--- config.mk ---
export PLATFORM = sky130hd
export DESIGN_NAME = i2s_rx_deser_flat
export DESIGN_NICKNAME = d
export VERILOG_FILES = /design/src/rtl/i2s_rx_deser_if.sv /design/src/rtl/i2s_rx_deser.sv /design/src/flat_wrapper.sv
export SDC_FILE = /design/constraint.sdc
export NUM_CORES = 1
export LEC_CHECK = 0
export CORE_ASPECT_RATIO = 2
export CORE_MARGIN = 2
export CORE_UTILIZATION = 60
export DETAILED_ROUTE_END_ITERATION = 10
export PLACE_DENSITY = 0.85
export SETUP_SLACK_MARGIN = 0.15
export SLEW_MARGIN = 15
export SYNTH_ARGS = -nofsm -noshare
export SYNTH_HDL_FRONTEND = slang
export SYNTH_SLANG_ARGS = --single-unit
--- constraint.sdc ---
create_clock -name i2s_clk -period 3.4 [get_ports i2s_clk]
set_input_delay 0.68 -clock i2s_clk [delete_from_list [all_inputs] [get_ports i2s_clk]]
set_output_delay 0.68 -clock i2s_clk [all_outputs]
set_load 0.03 [all_outputs]
--- src/rtl/i2s_rx_deser_if.sv ---
// Sample-pair bus between the I2S receiver and the downstream filter/FIFO stage.
// master = receiver (drives samples, status pulses), slave = consumer (drives ready).
`timescale 1ns/1ps
interface i2s_rx_deser_if #(
   parameter int DATA_W = 24
);
   logic [DATA_W-1:0] sample_l;
   logic [DATA_W-1:0] sample_r;
   logic              sample_valid;
   logic              sample_ready;
   logic              overrun;
   logic              frame_err;

   modport master (
      output sample_l, sample_r, sample_valid, overrun, frame_err,
      input  sample_ready
   );

   modport slave (
      input  sample_l, sample_r, sample_valid, overrun, frame_err,
      output sample_ready
   );
endinterface

--- src/rtl/i2s_rx_deser.sv ---
// I2S receiver: deserialises stereo serial audio into left-justified L/R pairs
// presented on a valid/ready bus. The bit clock arrives as a level in the i2s_clk
// domain and is edge-detected here. Optional saturating overrun counter enabled by
// defining I2S_RX_OVR_CNT_EN (adds the ovr_cnt port).
`timescale 1ns/1ps
module i2s_rx_deser #(
   parameter int DATA_W      = 24,
   parameter int SLOT_MAX    = 32,
   parameter int SYNC_STAGES = 2
) (
   input  logic            i2s_clk,
   input  logic            reset_n,
   input  logic            sck_in,
   input  logic            ws_in,
   input  logic            sd_in,
   i2s_rx_deser_if.master  bus
`ifdef I2S_RX_OVR_CNT_EN
   ,
   output logic [7:0]      ovr_cnt
`endif
);
   localparam int CNT_W = $clog2(SLOT_MAX + 1);
   localparam logic [CNT_W-1:0] SLOT_LAST = CNT_W'(SLOT_MAX);

   typedef enum logic [1:0] {SYNC, LEFT, RIGHT} state_t;

   // {sck, ws, sd} delayed together so their relative timing is preserved
   logic [2:0] sync_reg [SYNC_STAGES];
   logic       sck_prev_reg;

   state_t            state_reg, state_next;
   logic [DATA_W-1:0] shift_reg, shift_next;
   logic [DATA_W-1:0] left_reg, left_next;
   logic [CNT_W-1:0]  cnt_reg, cnt_next;
   logic              ws_prev_reg, ws_prev_next;
   logic [DATA_W-1:0] l_reg, l_next;
   logic [DATA_W-1:0] r_reg, r_next;
   logic              valid_reg, valid_next;
   logic              ovr_reg, ovr_next;
   logic              ferr_reg, ferr_next;

   logic              sck_d, ws_d, sd_d, bit_ev;
   logic              pair_done, err_now;
   logic [DATA_W-1:0] word_cur;

   assign sck_d  = sync_reg[SYNC_STAGES-1][2];
   assign ws_d   = sync_reg[SYNC_STAGES-1][1];
   assign sd_d   = sync_reg[SYNC_STAGES-1][0];
   assign bit_ev = sck_d & ~sck_prev_reg;

   // Input delay line and bit-clock edge history
   always_ff @(posedge i2s_clk or negedge reset_n) begin
      if (!reset_n) begin
         for (int i = 0; i < SYNC_STAGES; i++) sync_reg[i] <= 3'b000;
         sck_prev_reg <= 1'b0;
      end else begin
         sync_reg[0] <= {sck_in, ws_in, sd_in};
         for (int i = 1; i < SYNC_STAGES; i++) sync_reg[i] <= sync_reg[i-1];
         sck_prev_reg <= sck_d;
      end
   end

   // Current slot word with this event's bit placed at its MSB-first position;
   // bits beyond DATA_W fall outside the loop and are ignored, short slots stay zero-padded
   always_comb begin
      word_cur = shift_reg;
      for (int i = 0; i < DATA_W; i++) begin
         if (int'(cnt_reg) == DATA_W - 1 - i) word_cur[i] = sd_d;
      end
   end

   // Framing FSM: next state, word assembly and completion/error strobes
   always_comb begin
      state_next   = state_reg;
      shift_next   = shift_reg;
      left_next    = left_reg;
      cnt_next     = cnt_reg;
      ws_prev_next = ws_prev_reg;
      pair_done    = 1'b0;
      err_now      = 1'b0;
      if (bit_ev) begin
         ws_prev_next = ws_d;
         case (state_reg)
            SYNC: begin
               if (ws_prev_reg && !ws_d) begin
                  state_next = LEFT;
                  cnt_next   = '0;
                  shift_next = '0;
               end
            end
            LEFT, RIGHT: begin
               if (ws_d != ws_prev_reg) begin
                  // this bit is the LSB of the word on channel ws_prev
                  cnt_next   = '0;
                  shift_next = '0;
                  if (state_reg == LEFT) begin
                     left_next  = word_cur;
                     state_next = RIGHT;
                  end else begin
                     pair_done  = 1'b1;
                     state_next = LEFT;
                  end
               end else if (cnt_reg == SLOT_LAST) begin
                  err_now    = 1'b1;
                  state_next = SYNC;
                  cnt_next   = '0;
                  shift_next = '0;
               end else begin
                  cnt_next   = cnt_reg + CNT_W'(1);
                  shift_next = word_cur;
               end
            end
            default: state_next = SYNC;
         endcase
      end
   end

   // Output stage: load on completion when free or being accepted, otherwise drop
   always_comb begin
      l_next     = l_reg;
      r_next     = r_reg;
      valid_next = valid_reg & ~bus.sample_ready;
      ovr_next   = 1'b0;
      ferr_next  = err_now;
      if (pair_done) begin
         if (!valid_reg || bus.sample_ready) begin
            l_next     = left_reg;
            r_next     = word_cur;
            valid_next = 1'b1;
         end else begin
            ovr_next = 1'b1;
         end
      end
   end

   // State and output registers
   always_ff @(posedge i2s_clk or negedge reset_n) begin
      if (!reset_n) begin
         state_reg   <= SYNC;
         shift_reg   <= '0;
         left_reg    <= '0;
         cnt_reg     <= '0;
         ws_prev_reg <= 1'b0;
         l_reg       <= '0;
         r_reg       <= '0;
         valid_reg   <= 1'b0;
         ovr_reg     <= 1'b0;
         ferr_reg    <= 1'b0;
      end else begin
         state_reg   <= state_next;
         shift_reg   <= shift_next;
         left_reg    <= left_next;
         cnt_reg     <= cnt_next;
         ws_prev_reg <= ws_prev_next;
         l_reg       <= l_next;
         r_reg       <= r_next;
         valid_reg   <= valid_next;
         ovr_reg     <= ovr_next;
         ferr_reg    <= ferr_next;
      end
   end

   assign bus.sample_l     = l_reg;
   assign bus.sample_r     = r_reg;
   assign bus.sample_valid = valid_reg;
   assign bus.overrun      = ovr_reg;
   assign bus.frame_err    = ferr_reg;

`ifdef I2S_RX_OVR_CNT_EN
   logic [7:0] ovr_cnt_reg;

   // Saturating count of dropped pairs, advanced with each overrun pulse
   always_ff @(posedge i2s_clk or negedge reset_n) begin
      if (!reset_n) begin
         ovr_cnt_reg <= 8'd0;
      end else if (ovr_next && ovr_cnt_reg != 8'hFF) begin
         ovr_cnt_reg <= ovr_cnt_reg + 8'd1;
      end
   end

   assign ovr_cnt = ovr_cnt_reg;
`endif
endmodule

--- src/flat_wrapper.sv ---
// flat-port wrapper written by rule: the top's interface ports become plain ports
module i2s_rx_deser_flat 
#(
   parameter int DATA_W      = 24,
   parameter int SLOT_MAX    = 32,
   parameter int SYNC_STAGES = 2
)
  (i2s_clk, reset_n, sck_in, ws_in, sd_in, bus_sample_l, bus_sample_r, bus_sample_valid, bus_overrun, bus_frame_err, bus_sample_ready);
  i2s_rx_deser_if #(.DATA_W(DATA_W)) bus_i ();
  input  logic i2s_clk;
  input  logic reset_n;
  input  logic sck_in;
  input  logic ws_in;
  input  logic sd_in;
  output wire logic [$bits(bus_i.sample_l)-1:0] bus_sample_l;
  output wire logic [$bits(bus_i.sample_r)-1:0] bus_sample_r;
  output wire logic [$bits(bus_i.sample_valid)-1:0] bus_sample_valid;
  output wire logic [$bits(bus_i.overrun)-1:0] bus_overrun;
  output wire logic [$bits(bus_i.frame_err)-1:0] bus_frame_err;
  input wire logic [$bits(bus_i.sample_ready)-1:0] bus_sample_ready;
  assign bus_sample_l = bus_i.sample_l;
  assign bus_sample_r = bus_i.sample_r;
  assign bus_sample_valid = bus_i.sample_valid;
  assign bus_overrun = bus_i.overrun;
  assign bus_frame_err = bus_i.frame_err;
  assign bus_i.sample_ready = bus_sample_ready;
  i2s_rx_deser #(.DATA_W(DATA_W), .SLOT_MAX(SLOT_MAX), .SYNC_STAGES(SYNC_STAGES)) u_core (.i2s_clk(i2s_clk), .reset_n(reset_n), .sck_in(sck_in), .ws_in(ws_in), .sd_in(sd_in), .bus(bus_i));
endmodule
==> key figures, run 1 <==
Clocking
  • Post-cts resize count: 0
  • Postcts setup bufs: 0
  • Reg clk slew, reported paths: roughly 0.050 ns
  • Worst-Skew Late Latency: 0.41 ns
  • Hold buffers post-CTS: 0
  • Htree depth: 4
  • Root buf cell: clkbuf_16
  • Number of buffers created by CTS: 17
  • Maximum clock insertion buffer count: 2
  • Clk sinks: 115
  • CTS tree: yes

Logic synthesis
  • Count leader, synth: dfrtp_1
  • Ys async rst share: 1.00
  • Post-synthesis simple-gate area fraction: 0.114
  • Post-synthesis cell type count: 34
  • Post-synthesis sequential area ratio: 0.585
  • XOR/XNOR Fraction of Synth Area: 0.00178
  • Avg Cell Area, Syn: about 11 sq um
  • Mapped cell area: 4920 sq um
  • Seq cells post-synth: 115
  • Yosys top cell area share: 0.585
  • Synth Area in Adders: 0.0204
  • Largest cells by area after synthesis: dfrtp_1, mux2_2, a21oi_1
  • Largest family of logic cells by synthesized area: compound AO/OA/AOI/OAI gates
  • Compound-Gate Fraction of Synth Area: 0.125
  • Synth Instances: 458
  • Ys flop type: dfrtp_1
  • Number of synthesized flops with an enable pin: 0
  • Synth cell count leaders: dfrtp_1, a21oi_1, nand2_1
  • Syn_nets: 472
  • Synth Warn #: 0
  • Fraction of synthesized area in multiplexers: 0.104
  • Area leader, netlist: dfrtp_1

Drt
  • DRC Markers: 0
  • Drt pass-1 iters: 5
  • M1 WL: 4230 um
  • Vias per inst: ~6.0
  • DRT antenna net count: 0
  • DRC marker count from the first detailed-route iteration: 351
  • Highest Signal Layer: met4
  • DR WL met3: 516 um
  • Routed via count: 3673
  • Routed WL: 10900 um
  • Metal2 WL: 5960 um
  • Drt wl/cell: 17.8 um

Global route
  • Largest net degree at the start of global routing: 87
  • GRT Util Overall: 0.274
  • Initial antenna violation count: 0
  • First-pass GRT wire length: 18500 um
  • Vias in the first global route: 3775
  • Grt total ovfl: 0

Timing
  • Worst Tran Pin Value: 0.990 ns
  • Crit path time final: 2.62 ns
  • Peak Freq: 382 MHz
  • Final setup skew: 0.00495 ns
  • Max_slew headroom: 0.340
  • Final Hold Fails: 0
  • Max-slew violations: 0
  • RSZ-0062 raised after global routing: no
  • Fin Setup TNS: 0 ns
  • Final period util: 0.769
  • Setup violations, final: 0

Outcome
  • Status: completed

Critical path
  • Max incr delay on CP: 0.79 ns
  • CP max-delay cell: nand3_1
  • Crit Path Class: flop to flop
  • Buffers & Inverters on Critical Path: 1
  • CP max FO: 22
  • Req. time, crit path: 3.70 ns
  • Endpoint class of the critical path: flop
  • CP arrival: 2.91 ns
  • Family with the most delay on the worst path: simple AND/OR/NAND/NOR gates
  • Critical Path Start Type: flop
  • Crit-path cells: inv_1 > ha_1 > nor2b_1 > nor3_1 > nand3_1 > o22ai_1

Die
  • CORE AREA: 7940 sq um
  • Vert. Die Dim: 132 um
  • Io pins: 57
  • Die width: 68.0 um
  • Initial Util: 0.619
  • Num rows: 46
  • Die area: roughly 9000 sq um

Final layout
  • Total of fill cells in the finished design: roughly 480
  • Multi-input logic area: about 1800 sq um
  • Post-route insts no fill: ~600
  • Post-Route Utilization: 0.769
  • Ratio of cells with drive above 1 in the final layout: 0.123
  • Reg area: 2880 sq um
  • Inserted Diodes: 0
  • Nets@finish: approximately 520
  • Area Growth Syn to Fin: 24.2%

Power
  • Cell Pwr Density: 813 nW/um^2
  • Static leakage: 2.79 nW
  • Max VDD drop: 0.000713 V

Placement
  • RePlAce Congestion: 0.854
  • Post-Place Cells: 585
  • IO buf count: 56
  • Final HPWL DP: 6810 um

Job
  • Max Cap Viol: 0

Hold path
  • Hold Path Class: input port to asynchronous set/reset pin
==> power by group <==
part | internal (mW) | leakage, nW | switching (mW)
logic | 0.565 | 1.01 | 0.825
clock network | 1.13 | 0.272 | 0.566
registers | 1.69 | 1.51 | 0.193
total | 3.38 | 2.79 | 1.58
==> final timing paths <==
path                                startpoint                      end  slack, ns  depth (start not counted)
min in group i2s_clk        u_core.sync_reg[5]             u_core.sck_d       0.35                          0
max                        u_core.state_reg[0]     u_core.shift_reg[14]       0.78                          6
min reg2reg                 u_core.sync_reg[5]             u_core.sck_d       0.35                          0
max reg2reg                u_core.state_reg[0]     u_core.shift_reg[14]       0.78                          6
max in group asynchronous              reset_n  u_core.bus.sample_l[20]       2.42                          2
min                                    reset_n      u_core.sck_prev_reg       0.20                          1
==> cells in the final DEF (no fill, tap or decap), types with 2 or more instances in the layout <==
| master | instances |
|---|---|
| and3_1 | 2 |
| nor2b_1 | 4 |
| buf_12 | 2 |
| buf_4 | 4 |
| or3_1 | 2 |
| nand3_1 | 13 |
| nor4b_2 | 2 |
| dfrtp_1 | 115 |
| clkdlybuf4s50_1 | 55 |
| nor2_1 | 29 |
| clkbuf_1 | 7 |
| nand2b_1 | 3 |
| nand2_1 | 42 |
| a21oi_1 | 47 |
| ha_1 | 8 |
| mux2i_1 | 24 |
| o21ai_0 | 36 |
| o41ai_1 | 2 |
| nand4_1 | 5 |
| clkbuf_8 | 3 |
| clkbuf_16 | 17 |
| o22ai_1 | 22 |
| mux2_2 | 24 |
| inv_1 | 30 |
| bufinv_16 | 2 |
| o31ai_1 | 3 |
==> cell type report <==
type	instances	area share
well taps	96	0.0197
repair buffers	61	0.102
clock buffers	27	0.0807
inverters	30	0.0184
multi-input cells	283	0.296
flip-flops and latches	115	0.471
clock inverters	4	0.0119
==> metrics by stage <==
stage                     power [mW]  worst slack, ns  hold slack (ns)  instance area, sq um
after CTS                       4.98            0.872            0.204                  6110
after global placement          3.16            0.823            0.339                  5540
final                           4.97            0.784            0.196                  6110
after global routing            5.20            0.513            0.221                  6110
after detailed placement        3.25            0.760            0.345                  5540
after floorplan                 2.73             1.55            0.331                  4920
==> layer usage <==
| layer | track usage | vias to the layer above |
|---|---|---|
| met1 | 0.344 | 1833 |
| li1 | - | 1681 |
| met2 | 0.443 | 135 |
| met4 | 0.101 | 0 |
| met3 | 0.0743 | 24 |
| met5 | 0 | - |
==> cell families after synthesis <==
| group | count (synthesis) |
|---|---|
| xor+xnor | 1 |
| fa+ha+maj | 8 |
| mux | 48 |
| flops | 115 |
| buf+inv | 60 |
| simple gates | 112 |
| compound gates | 114 |
(Power assumes the default switching activity.)
==> run 2: changes to the inputs <==
Settings changed: CORE_UTILIZATION 60 to 50, PLACE_DENSITY 0.85 to 0.75.
Clock period 3.4 ns to 2.2 ns, I/O delays scaled along.
==> key figures, run 2 (synthesized netlist as in run 1, its figures left out) <==
Final layout
  • Total of fill cells in the finished design: 723
  • Inserted Diodes: 0
  • Area Growth Syn to Fin: 28.7%
  • Ratio of cells with drive above 1 in the final layout: 0.149
  • Nets@finish: 531
  • Most frequent cells in the layout: dfrtp_1, clkdlybuf4s50_1, a21oi_1
  • Commonest non-fill, non-tap cell in the layout: dfrtp_1
  • Post-route insts no fill: 662

Drt
  • Drt wl/cell: 15.2 um
  • DRC marker count from the first detailed-route iteration: 236
  • DRT antenna net count: 0
  • Routed via count: 3544
  • Vias per inst: 5.35
  • Drt pass-1 iters: 4
  • DRC Markers: 0
  • Routed WL: 10100 um
  • Metal2 WL: 5510 um
  • DR WL met3: 387 um
  • M1 WL: 3960 um
  • Highest Signal Layer: met4

Die
  • Die width: between 70 and 80 um
  • Initial Util: 0.510
  • Vert. Die Dim: 144 um
  • CORE AREA: slightly below 10000 sq um
  • Num rows: roughly 50
  • Die area: 10700 sq um
  • Io pins: 57

Power
  • Internal power: 5.59 mW
  • Max VDD drop: 0.000905 V
  • Sw Ratio: 0.301
  • Cell Pwr Density: between 1000 and 1500 nW/um^2
  • Power share of the combinational group: 0.272
  • Net Switching: ~2.4 mW
  • Clock share of power: 0.369
  • Flop pwr share: 0.359
  • Static leakage: 2.88 nW

Timing
  • Peak Freq: approximately 520 MHz
  • Setup violations, final: 0
  • Final worst slack: 0.263 ns
  • Final period util: 0.880
  • Max_slew headroom: 0.575
  • Final setup skew: 0.00688 ns
  • Fin Setup TNS: 0 ns
  • Crit path time final: 1.94 ns
  • RSZ-0062 raised after global routing: no
  • Worst Tran Pin Value: 0.638 ns
  • Final Hold Fails: 0
  • Max-slew violations: 0

Critical path
  • CP arrival: 2.22 ns
  • Endpoint class of the critical path: flop
  • R2r startpoint: u_core.ws_prev_reg
  • Worst r2r dst: u_core.shift_reg[23]
  • Reg2Reg Depth: 6
  • CP max-delay cell: ha_1
  • Req. time, crit path: roughly 2.5 ns
  • Crit Path Class: flop to flop
  • Crit-path cells: ha_1 > nand2_1 > a21oi_4 > buf_6 > nand3_1 > o31ai_1
  • CP max FO: 17
  • Max incr delay on CP: 0.43 ns
  • Critical Path Start Type: flop
  • R2R setup slack: roughly 0.26 ns
  • Crit path from: u_core.ws_prev_reg

Placement
  • Post-Place Cells: 630
  • IO buf count: 56
  • Final HPWL DP: 6610 um
  • Setup Slack @ Placement: 0.201 ns
  • RePlAce Congestion: 0.890

Clocking
  • Clk sinks: 115
  • Number of buffers created by CTS: 17
  • CTS tree: yes
  • Worst-Skew Late Latency: 0.41 ns
  • Postcts setup bufs: 0
  • Htree depth: 4
  • Hold buffers post-CTS: 0
  • Post-cts resize count: 0
  • Reg clk slew, reported paths: roughly 0.05 ns
  • Root buf cell: clkbuf_16
  • Maximum clock insertion buffer count: 2

Outcome
  • Status: completed

Global route
  • Largest net degree at the start of global routing: 116
  • First-pass GRT wire length: 17000 um
  • GRT Util Overall: 0.211
  • Vias in the first global route: around 3700
  • Grt total ovfl: 0
  • Initial antenna violation count: 0

Job
  • Max Cap Viol: 0

Hold path
  • Hold Path Class: input port to asynchronous set/reset pin
run 2: worst max path at each step:
stage                                    to  depth (start not counted)  slack (ns)
detailed placement     u_core.shift_reg[23]                          6        0.20
global route           u_core.shift_reg[23]                          6        0.20
finish                 u_core.shift_reg[23]                          6        0.26
CTS                    u_core.shift_reg[23]                          6        0.18
floorplan           u_core.bus.sample_l[21]                          6        0.35
global placement    u_core.bus.sample_l[21]                          5        0.29
run 2: power by group through the flow:
stage | logic [mW] | registers, mW | clock network [mW]
2_1_floorplan | 0.955 | 3.27 | 0
5_1_grt | 2.37 | 2.93 | 3.09
3_3_place_gp | 2.10 | 2.88 | 0
3_5_place_dp | 2.16 | 2.90 | 0
4_1_cts | 2.17 | 2.87 | 2.99
6_report | 2.18 | 2.87 | 2.95
run 2: critical path, delay by kind of cell, from the launching register on:
family          cells  cell delay [ns]
buf+inv             1             0.22
simple gates        2             0.27
compound gates      2             0.53
fa+ha+maj           1             0.43
flops               1             0.38
run 2: area by class of cell:
type / instances / area, sq um / share of cell area
clock inverters: 8 / 146 / 0.0231
multi-input cells: 283 / 1820 / 0.287
inverters: 30 / 113 / 0.0178
well taps: 132 / 165 / 0.0261
clock buffers: 24 / 502 / 0.0793
repair buffers: 70 / 704 / 0.111
flip-flops and latches: 115 / 2880 / 0.455
run 2: routing by layer:
layer  global-route usage  vias to the layer above
li1                     -                     1702
met1                0.234                     1728
met2                0.354                       94
met3               0.0641                       20
met4                0.110                        0
met5                    0                        -
run 2: metrics by stage:
step / hold slack (ns) / area (sq um) / power [mW] / util
after floorplan: 0.144 / 4920 / 4.22 / -
after global placement: 0.337 / 5670 / 4.98 / 0.588
final: 0.0684 / 6330 / 8.00 / 0.657
after CTS: 0.133 / 6310 / 8.04 / 0.655
after global routing: 0.141 / 6330 / 8.39 / 0.657
after detailed placement: 0.340 / 5670 / 5.06 / 0.588
